$ cat config.mk
export PLATFORM = sky130hd
export DESIGN_NAME = bus_region_decoder
export DESIGN_NICKNAME = d
export VERILOG_FILES = /design/src/rtl/bus_region_decoder.sv
export SDC_FILE = /design/constraint.sdc
export NUM_CORES = 1
export LEC_CHECK = 0
export ABC_AREA = 1
export BUFFER_PORTS_ARGS = -buffer_cell sky130_fd_sc_hd__buf_2
export CORE_MARGIN = 2
export CORE_UTILIZATION = 55
export DETAILED_ROUTE_END_ITERATION = 10
export GPL_TIMING_DRIVEN = 0
export PLACE_DENSITY = 0.83
export SYNTH_ARGS = -nofsm -noshare
export SYNTH_HDL_FRONTEND = slang
export SYNTH_SLANG_ARGS = --single-unit
$ cat constraint.sdc
create_clock -name i_clk -period 4.55 [get_ports i_clk]
set_input_delay 1.365 -clock i_clk [delete_from_list [all_inputs] [get_ports i_clk]]
set_output_delay 1.365 -clock i_clk [all_outputs]
set_load 0.05 [all_outputs]
$ cat src/rtl/bus_region_decoder.sv
// bus_region_decoder
//   Registered base/mask address decoder for the 6809 bus. A bus cycle is
//   decoded once, when it starts. The winning region's chip enable is then
//   held until the CPU ends the cycle. Regions with a non-zero wait count
//   stretch the cycle by holding MRDY low. The SPI flash region only decodes
//   while the FT2232 is not driving the flash. The first unmapped access is
//   captured for debug.
//
// Ports
//   i_clk          system clock
//   i_reset        synchronous, active-high reset
//   i_addr         CPU address
//   i_valid        bus cycle strobe, high for the whole access
//   i_FT_CS        FT2232 flash select, active low (low = FT2232 owns flash)
//   i_fault_clr    one-cycle pulse clearing o_unmapped
//   o_ce           registered one-hot (or zero) chip enables
//   o_mrdy         CPU ready, low while the cycle is stretched
//   o_unmapped     sticky unmapped-access flag
//   o_fault_addr   address of the first unmapped access since the last clear
//
// state  | meaning
// -------+-----------------------------------------------------------
// IDLE   | no cycle in progress, waiting for i_valid
// WAIT   | region selected, MRDY held low while the wait counter runs
// ACTIVE | region selected (or none if unmapped), MRDY high until i_valid drops
module bus_region_decoder #(
  parameter int NUM_REGIONS = 5,
  parameter int ADDR_WIDTH  = 16,
  parameter int WAIT_WIDTH  = 4,
  parameter logic [NUM_REGIONS*ADDR_WIDTH-1:0] REGION_BASE =
    {16'hA002, 16'hA001, 16'hA000, 16'hF000, 16'h0000},
  parameter logic [NUM_REGIONS*ADDR_WIDTH-1:0] REGION_MASK =
    {16'hFFFF, 16'hFFFF, 16'hFFFF, 16'hF000, 16'hF000},
  parameter logic [NUM_REGIONS*WAIT_WIDTH-1:0] REGION_WAIT =
    {4'd1, 4'd1, 4'd1, 4'd3, 4'd0},
  parameter int FLASH_REGION = 1
) (
  input  logic                   i_clk,
  input  logic                   i_reset,
  input  logic [ADDR_WIDTH-1:0]  i_addr,
  input  logic                   i_valid,
  input  logic                   i_FT_CS,
  input  logic                   i_fault_clr,
  output logic [NUM_REGIONS-1:0] o_ce,
  output logic                   o_mrdy,
  output logic                   o_unmapped,
  output logic [ADDR_WIDTH-1:0]  o_fault_addr
);

  typedef enum logic [1:0] {
    S_IDLE   = 2'd0,
    S_WAIT   = 2'd1,
    S_ACTIVE = 2'd2
  } state_t;

  localparam logic [WAIT_WIDTH-1:0] CNT_ONE = {{(WAIT_WIDTH-1){1'b0}}, 1'b1};

  state_t                  state_q, state_d;
  logic [WAIT_WIDTH-1:0]   cnt_q, cnt_d;
  logic [NUM_REGIONS-1:0]  ce_q, ce_d;
  logic                    unmapped_q, unmapped_d;
  logic [ADDR_WIDTH-1:0]   fault_addr_q, fault_addr_d;

  logic                    hit_any;
  logic [NUM_REGIONS-1:0]  hit_oh;
  logic [WAIT_WIDTH-1:0]   hit_wait;
  logic [NUM_REGIONS-1:0]  flash_oh;
  logic [NUM_REGIONS-1:0]  ce_gated;

  // Scan from the top down so the lowest matching index overwrites the
  // others and wins on overlap.
  always_comb begin
    hit_any  = 1'b0;
    hit_oh   = '0;
    hit_wait = '0;
    for (int i = NUM_REGIONS - 1; i >= 0; i--) begin
      if (((i_addr & REGION_MASK[i*ADDR_WIDTH +: ADDR_WIDTH]) ==
           REGION_BASE[i*ADDR_WIDTH +: ADDR_WIDTH]) &&
          ((i != FLASH_REGION) || i_FT_CS)) begin
        hit_any   = 1'b1;
        hit_oh    = '0;
        hit_oh[i] = 1'b1;
        hit_wait  = REGION_WAIT[i*WAIT_WIDTH +: WAIT_WIDTH];
      end
    end
  end

  // Losing flash ownership mid-cycle only kills the flash enable; the cycle
  // itself keeps its timing.
  always_comb begin
    flash_oh               = '0;
    flash_oh[FLASH_REGION] = 1'b1;
    ce_gated               = i_FT_CS ? ce_q : (ce_q & ~flash_oh);
  end

  always_comb begin
    state_d      = state_q;
    cnt_d        = cnt_q;
    ce_d         = ce_q;
    unmapped_d   = unmapped_q & ~i_fault_clr;
    fault_addr_d = fault_addr_q;

    unique case (state_q)
      S_IDLE: begin
        ce_d  = '0;
        cnt_d = '0;
        if (i_valid) begin
          if (hit_any) begin
            ce_d = hit_oh;
            if (hit_wait != '0) begin
              state_d = S_WAIT;
              cnt_d   = hit_wait;
            end else begin
              state_d = S_ACTIVE;
            end
          end else begin
            state_d    = S_ACTIVE;
            unmapped_d = 1'b1;
            // A clear in the same cycle makes this the first fault again.
            if (!unmapped_q || i_fault_clr) begin
              fault_addr_d = i_addr;
            end
          end
        end
      end

      S_WAIT: begin
        if (!i_valid) begin
          state_d = S_IDLE;
          ce_d    = '0;
          cnt_d   = '0;
        end else begin
          ce_d = ce_gated;
          if (cnt_q == CNT_ONE) begin
            state_d = S_ACTIVE;
            cnt_d   = '0;
          end else begin
            cnt_d = cnt_q - CNT_ONE;
          end
        end
      end

      S_ACTIVE: begin
        if (!i_valid) begin
          state_d = S_IDLE;
          ce_d    = '0;
        end else begin
          ce_d = ce_gated;
        end
      end

      default: begin
        state_d = S_IDLE;
        ce_d    = '0;
        cnt_d   = '0;
      end
    endcase
  end

  always_ff @(posedge i_clk) begin
    if (i_reset) begin
      state_q      <= S_IDLE;
      cnt_q        <= '0;
      ce_q         <= '0;
      unmapped_q   <= 1'b0;
      fault_addr_q <= '0;
    end else begin
      state_q      <= state_d;
      cnt_q        <= cnt_d;
      ce_q         <= ce_d;
      unmapped_q   <= unmapped_d;
      fault_addr_q <= fault_addr_d;
    end
  end

  assign o_ce         = ce_q;
  assign o_mrdy       = (state_q != S_WAIT);
  assign o_unmapped   = unmapped_q;
  assign o_fault_addr = fault_addr_q;

endmodule
==> flow_summary.yaml, run 1 <==
synthesis:
  synth_top_family_by_area: "simple AND/OR/NAND/NOR gates"
  synth.mux.area_fraction: 0
  seq_area_frac_synth: 0.349
  synth_seq_cells: 28
  syn-num-nets: 281
  yosys.area_share.adder: 0.0389
  synth_compound_area_frac: 0.0662
  synthCells: 255
  ys_types: 22
  synthSimpleGateAreaFrac: 0.355
  ys_warn_count: 0
  netlist_area_mm2: 0.00161
  synth_xor_xnor_area_share: 0.00545
  syn_avg_cell_area_um2: 6.30
pwr:
  p_seq_frac: 0.462
  clockPowerShare: 0.204
  power_density_mw_per_mm2: 313
  p_leak_nw: 1.07
  swShare: 0.372
  p_comb_frac: 0.335
  p_int_mw: 0.372
  ir_worst_vdd_mv: 0.208
  p_sw_mw: 0.221
clocking:
  clkTransAtPathRegs_ns: 0.15
  cts_hold_buf: 0
  clockBufferDepth: 2
  post_cts_resized: 0
  h-tree-depth: 1
  cts_buffers: 3
  clk_latency_ns: 0.32
  cts.sinks: 28
  cts_tree: "done"
  post-cts-setup-buffers: 0
  root_buffer: "clkbuf_4"
drt:
  wl_per_cell_um: 9.78
  drtIter0Drc: 67
  num_vias: 1576
  dr.pass1.iters: 4
  viasPerCell: 4.73
  highest_layer: "met4"
  ant_nets: 0
  drc: 0
  wl_um: 3260
  met1_length_um: 1610
  wl_met2_um: 1460
  wl_met3_um: 141
global_routing:
  gr-usage-all-layers: 0.206
  grt_pass1_wl_um: 5500
  grt_overflow: 0
  grt_pass1_vias: 1348
  antenna_found_initial: 0
  grt_max_degree: 16
placed_design:
  post-place-ws_ns: 1.81
  dp_hpwl_um: 2480
  dp.cells: 329
  place_congestion: 0.833
  io_buffer_count: 43
floorplanning:
  io_pins: 44
  die_y_um: 58.0
  die_w_um: 58.0
  rows: 19
  start_util: 0.583
  die-area_mm2: 0.00337
  core_mm2: 0.00276
critical_path:
  reg2reg_from: "state_q[0]"
  worstSetupPathType: "reg2out"
  end_kind: "output pin"
  cp.required_ns: 3.18
  cp.arrival_ns: 1.30
  rrSetupSlack_ns: 2.78
  ff2ff_path_depth: 10
  rr_endpoint: "o_fault_addr[4]"
  crit_path_start_kind: "flip-flop"
  crit_path_max_fanout: 3
sta:
  min_period_ns: 2.66
  slew_violations: 0
  finalSetupViolations: 0
  hold_viol: 0
  max_clock_freq_mhz: 376
  slew_headroom: 0.669
  tns_ns: 0
  rsz0062_at_grt: "no"
  post-route-period-util: 0.585
  finalWorstSetupSlack_ns: 1.89
  clock_skew_ns: 0.00273
  worst_slew_pin_slew_ns: 0.492
final_layout:
  multiInputGateArea_um2: 748
  layout-drive-gt1-share: 0.189
  area_delta_synth_final_pct: 18.1
  num_antenna_cells: 0
  regArea_um2: 561
  fillers: 252
  post-route-util: 0.688
  layout.cells.non_filler: 333
  fin_nets: 329
job:
  drv_cap: 0
worst_hold_path:
  hp-start: "cnt_q[1]"
  worst_hold_path.endpoint: "cnt_q[1]"
  hold_path_depth: 2
  hp-class: "reg2reg"
status:
  outcome: "completed"
[layout make-up]
cell class / instances / share of cell area
Timing Repair Buffer: 43 / 0.113
Multi-Input combinational cell: 156 / 0.394
Clock buffer: 4 / 0.0191
Inverter: 63 / 0.125
Tap cell: 31 / 0.0204
Sequential cell: 28 / 0.296
Buffer: 8 / 0.0323
[per-layer routing]
layer,up-vias,GRT usage
li1,869,-
met1,670,0.277
met2,33,0.338
met3,4,0.0268
met4,0,0.0731
met5,-,0
[Yosys cell counts (all sizes together)]
master,instances,area (um^2)
a22oi,1,7.51
ha,5,62.6
a21oi,14,70.1
buf,6,53.8
clkbuf,2,7.51
nor2,41,161
dfxtp,28,561
nor3b,1,7.51
a2111oi,1,8.76
nand4,18,113
nor3,1,5.00
nand2,60,225
nor4,1,6.26
xor2,1,8.76
inv,62,233
nand3,8,52.6
o21ai,4,20.0
clkinv,1,3.75
[worst max-delay path: stages (launching register included)]
cell and delay, ns:
dfxtp_1 0.38, inv_1 0.07, ha_1 0.19, inv_1 0.07, buf_2 0.26
[worst max path at each step]
stage / cells past startpoint / endpoint / from / slack, ns
2_1_floorplan: 12 / o_fault_addr[10] / i_addr[15] / 2.16
3_3_place_gp: 8 / o_fault_addr[3] / i_addr[12] / 1.83
3_5_place_dp: 8 / o_fault_addr[4] / i_addr[12] / 1.81
4_1_cts: 4 / o_mrdy / state_q[1] / 1.87
5_1_grt: 4 / o_mrdy / state_q[1] / 1.78
6_report: 4 / o_mrdy / state_q[1] / 1.89
[cell families after synthesis]
group / Yosys count
compound gates: 20
xor+xnor: 1
fa+ha+maj: 5
buf+inv: 71
flops: 28
simple gates: 130
[sequential cells by signal (all words and copies together), names as in the netlist]
register	flops
cnt_q	4
o_ce	5
o_fault_addr	16
o_unmapped	1
state_q	2
[power groups by stage]
| stage | Combinational (mW) | Clock [mW] | Sequential [mW] |
|---|---|---|---|
| floorplan | 0.0921 | 0 | 0.341 |
| global placement | 0.197 | 0 | 0.279 |
| detailed placement | 0.198 | 0 | 0.279 |
| CTS | 0.199 | 0.127 | 0.274 |
| global route | 0.222 | 0.134 | 0.276 |
| finish | 0.199 | 0.121 | 0.274 |
[per-stage QoR]
step	cell area, um^2	hold slack, ns	power, mW
final	1900	0.474	0.593
after global routing	1900	0.496	0.631
after CTS	1900	0.478	0.600
after detailed placement	1860	0.458	0.477
after global placement	1860	0.454	0.476
after floorplan	1610	0.445	0.433
[cell usage in the layout, fill, tap and decap left out]
cell type / n
nor3b_1: 1
inv_1: 62
clkbuf_4: 3
o21ai_0: 4
nand3_4: 1
nand4_1: 18
clkbuf_8: 1
dfxtp_1: 28
nand3_1: 7
buf_6: 3
clkbuf_1: 2
nand2_1: 60
nor2_1: 38
buf_4: 2
a22oi_1: 1
nor3_1: 1
a21oi_1: 14
nor2_2: 3
buf_2: 44
ha_1: 5
a2111oi_0: 1
nor4_1: 1
xor2_1: 1
clkinv_1: 1
No activity file was read; power rests on OpenSTA's default activity.
==> run 2: changes to the inputs <==
--- a/config.mk
+++ b/config.mk
@@ -5,13 +5,13 @@
 export SDC_FILE = /design/constraint.sdc
 export NUM_CORES = 1
 export LEC_CHECK = 0
-export ABC_AREA = 1
+export ABC_AREA = 0
 export BUFFER_PORTS_ARGS = -buffer_cell sky130_fd_sc_hd__buf_2
 export CORE_MARGIN = 2
-export CORE_UTILIZATION = 55
+export CORE_UTILIZATION = 45
 export DETAILED_ROUTE_END_ITERATION = 10
 export GPL_TIMING_DRIVEN = 0
-export PLACE_DENSITY = 0.83
+export PLACE_DENSITY = 0.75
 export SYNTH_ARGS = -nofsm -noshare
 export SYNTH_HDL_FRONTEND = slang
 export SYNTH_SLANG_ARGS = --single-unit
==> constraint.sdc (replaced) <==
create_clock -name i_clk -period 2.1 [get_ports i_clk]
set_input_delay 0.63 -clock i_clk [delete_from_list [all_inputs] [get_ports i_clk]]
set_output_delay 0.63 -clock i_clk [all_outputs]
set_load 0.05 [all_outputs]
==> flow_summary.yaml, run 2 <==
status:
  outcome: "completed"
synthesis:
  synth_edf_count: 0
  syn_avg_cell_area_um2: 8.81
  synth_seq_cells: 28
  synthCells: 157
  syn-num-nets: 183
  synth_ff_type: "dfxtp_1"
  yosysMostFrequentCell: "nand2_1"
  netlist_area_mm2: 0.00138
  ys_top_cells_by_area: "dfxtp_1 (41%), mux2i_1 (12%), nand2_1 (10%)"
  synth_common_cells: "nand2_1 (38), dfxtp_1 (28), mux2i_1 (17), inv_1 (10), clkbuf_1 (6)"
  ys_warn_count: 0
  synth_top_cell_by_area: "dfxtp_1"
  seq_area_frac_synth: 0.405
  async_reset_ff_frac: 0
  ys_types: 35
  yosys.area.top_type_share: 0.405
drt:
  viasPerCell: 5.38
  wl_um: 2970
  wl_per_cell_um: 12.5
  dr.pass1.iters: 4
  num_vias: 1281
  drtIter0Drc: 22
  drc: 0
  ant_nets: 0
final_layout:
  num_antenna_cells: 0
  fin_nets: 232
  area_delta_synth_final_pct: 21.9
  layout-drive-gt1-share: 0.263
  post-route-util: 0.566
  fin_area_mm2: 0.00169
  final_common_cell: "buf_2"
  multiInputGateArea_um2: 751
  layout.cells.non_filler: 238
  regArea_um2: 561
  final_cell_mix: "buf_2 (42), nand2_1 (38), dfxtp_1 (28), mux2i_1 (17), inv_1 (10)"
  fillers: 295
  largest_reg_flops: 16
worst_hold_path:
  hp-class: "reg2reg"
floorplanning:
  rows: 20
  die_w_um: 59.4
  die_y_um: 59.4
  core_mm2: 0.00298
  io_pins: 44
  die-area_mm2: 0.00353
  start_util: 0.464
clocking:
  clk_latency_ns: 0.33
  root_buffer: "clkbuf_4"
  cts_buffers: 3
  cts_tree: "done"
  cts_hold_buf: 0
  clkTransAtPathRegs_ns: 0.15
  h-tree-depth: 1
  post_cts_resized: 0
  clockBufferDepth: 2
  cts.sinks: 28
sta:
  rsz0062_at_grt: "no"
  hold_viol: 0
  slew_violations: 0
  max_clock_freq_mhz: 513
  worst_slew_pin_slew_ns: 0.540
  finalWorstSetupSlack_ns: 0.152
  finalSetupViolations: 0
  tns_ns: 0
  hold_ws_ns: 0.469
  post-route-period-util: 0.928
  clock_skew_ns: 0.0114
  slew_headroom: 0.639
  min_period_ns: 1.95
pwr:
  ir_worst_vdd_mv: 0.484
  power_density_mw_per_mm2: 721
  p_leak_nw: 0.755
  power_mw: 1.21
critical_path:
  crit_path_start_kind: "flip-flop"
  cp.required_ns: 1.47
  worstPathCellList: "inv_1 -> ha_1 -> inv_1 -> buf_2"
  cp.buffers_inverters: 3
  end_kind: "output pin"
  crit_path_max_fanout: 4
  cp.arrival_ns: 1.32
  crit_path_max_incr_delay_ns: 0.37
  crit_top_cell: "inv_1"
  worstSetupPathType: "reg2out"
  slowest_stage: "dfxtp_1"
  critical_path.top_delay_family: "buffers and inverters"
placed_design:
  place_congestion: 0.787
  dp_hpwl_um: 2360
  post-place-ws_ns: -0.243
  io_buffer_count: 42
  post_dp_cell_area_mm2: 0.00163
  dp.cells: 232
job:
  drv_cap: 0
global_routing:
  grt_pass1_vias: 1221
  gr-usage-all-layers: 0.191
  grt_overflow: 0
  grt_max_degree: 16
  grt_pass1_wl_um: 5300
  antenna_found_initial: 0
run 2: cell count changes in the layout (fill, tap and decap cells not counted), sizes merged, moves of 3 or more:
| cell | delta |
|---|---|
| nand2 | -22 |
| a21oi | -9 |
| nor2 | -38 |
| mux2i | +17 |
| nand4 | -16 |
| o41ai | +4 |
| inv | -52 |
| nor4 | +4 |
| clkbuf | +4 |
| buf | -4 |
| nand3 | -3 |
run 2: layer usage:
| layer | part of all wire | global-route usage | vias to the layer above | routed length, um |
|---|---|---|---|---|
| li1 | - | - | 652 | - |
| met1 | 0.49 | 0.265 | 589 | 1450 |
| met2 | 0.45 | 0.300 | 34 | 1320 |
| met3 | 0.052 | 0.0349 | 6 | 153 |
| met4 | 0.014 | 0.0617 | 0 | 41 |
| met5 | 0 | 0 | - | 0 |
run 2: final cells by class:
cell class / count / share of cell area
Inverter: 10 / 0.0223
Sequential cell: 28 / 0.333
Tap cell: 33 / 0.0245
Clock buffer: 4 / 0.0215
Timing Repair Buffer: 44 / 0.134
Buffer: 7 / 0.0200
Multi-Input combinational cell: 112 / 0.445
run 2: path summary, 6_finish.rpt:
kind	from	to	slack [ns]	depth (start not counted)
worst min register to register	o_fault_addr[9]	o_fault_addr[9]	0.47	2
worst max-delay path	state_q[1]	o_mrdy	0.15	4
worst min-delay path	o_fault_addr[9]	o_fault_addr[9]	0.47	2
worst max register to register	state_q[0]	o_fault_addr[15]	0.32	6
run 2: logic make-up after synthesis:
group / count (synthesis) / share of synthesized area
buffers and inverters: 17 / 0.0516
muxes: 17 / 0.123
and+or+nand+nor: 66 / 0.239
adders and majority gates: 5 / 0.0452
DFF: 28 / 0.405
AOI/OAI and AO/OA: 24 / 0.136
run 2: worst min-delay path: stages, from the launching register on:
cell,delay (ns)
dfxtp_1,0.34
nand2_1,0.05
mux2i_1,0.05
run 2: what timing repair did:
action | CTS | global route
setup endpoints to repair | 1 | 10
buffers inserted | 0 | 2
endpoints found under the hold margin | 0 | 0
pin swaps | 1 | 1
run 2: power breakdown:
| part | internal [mW] | switching [mW] |
|---|---|---|
| combinational | 0.119 | 0.242 |
| sequential | 0.568 | 0.0172 |
| clock | 0.106 | 0.162 |
| total | 0.793 | 0.422 |
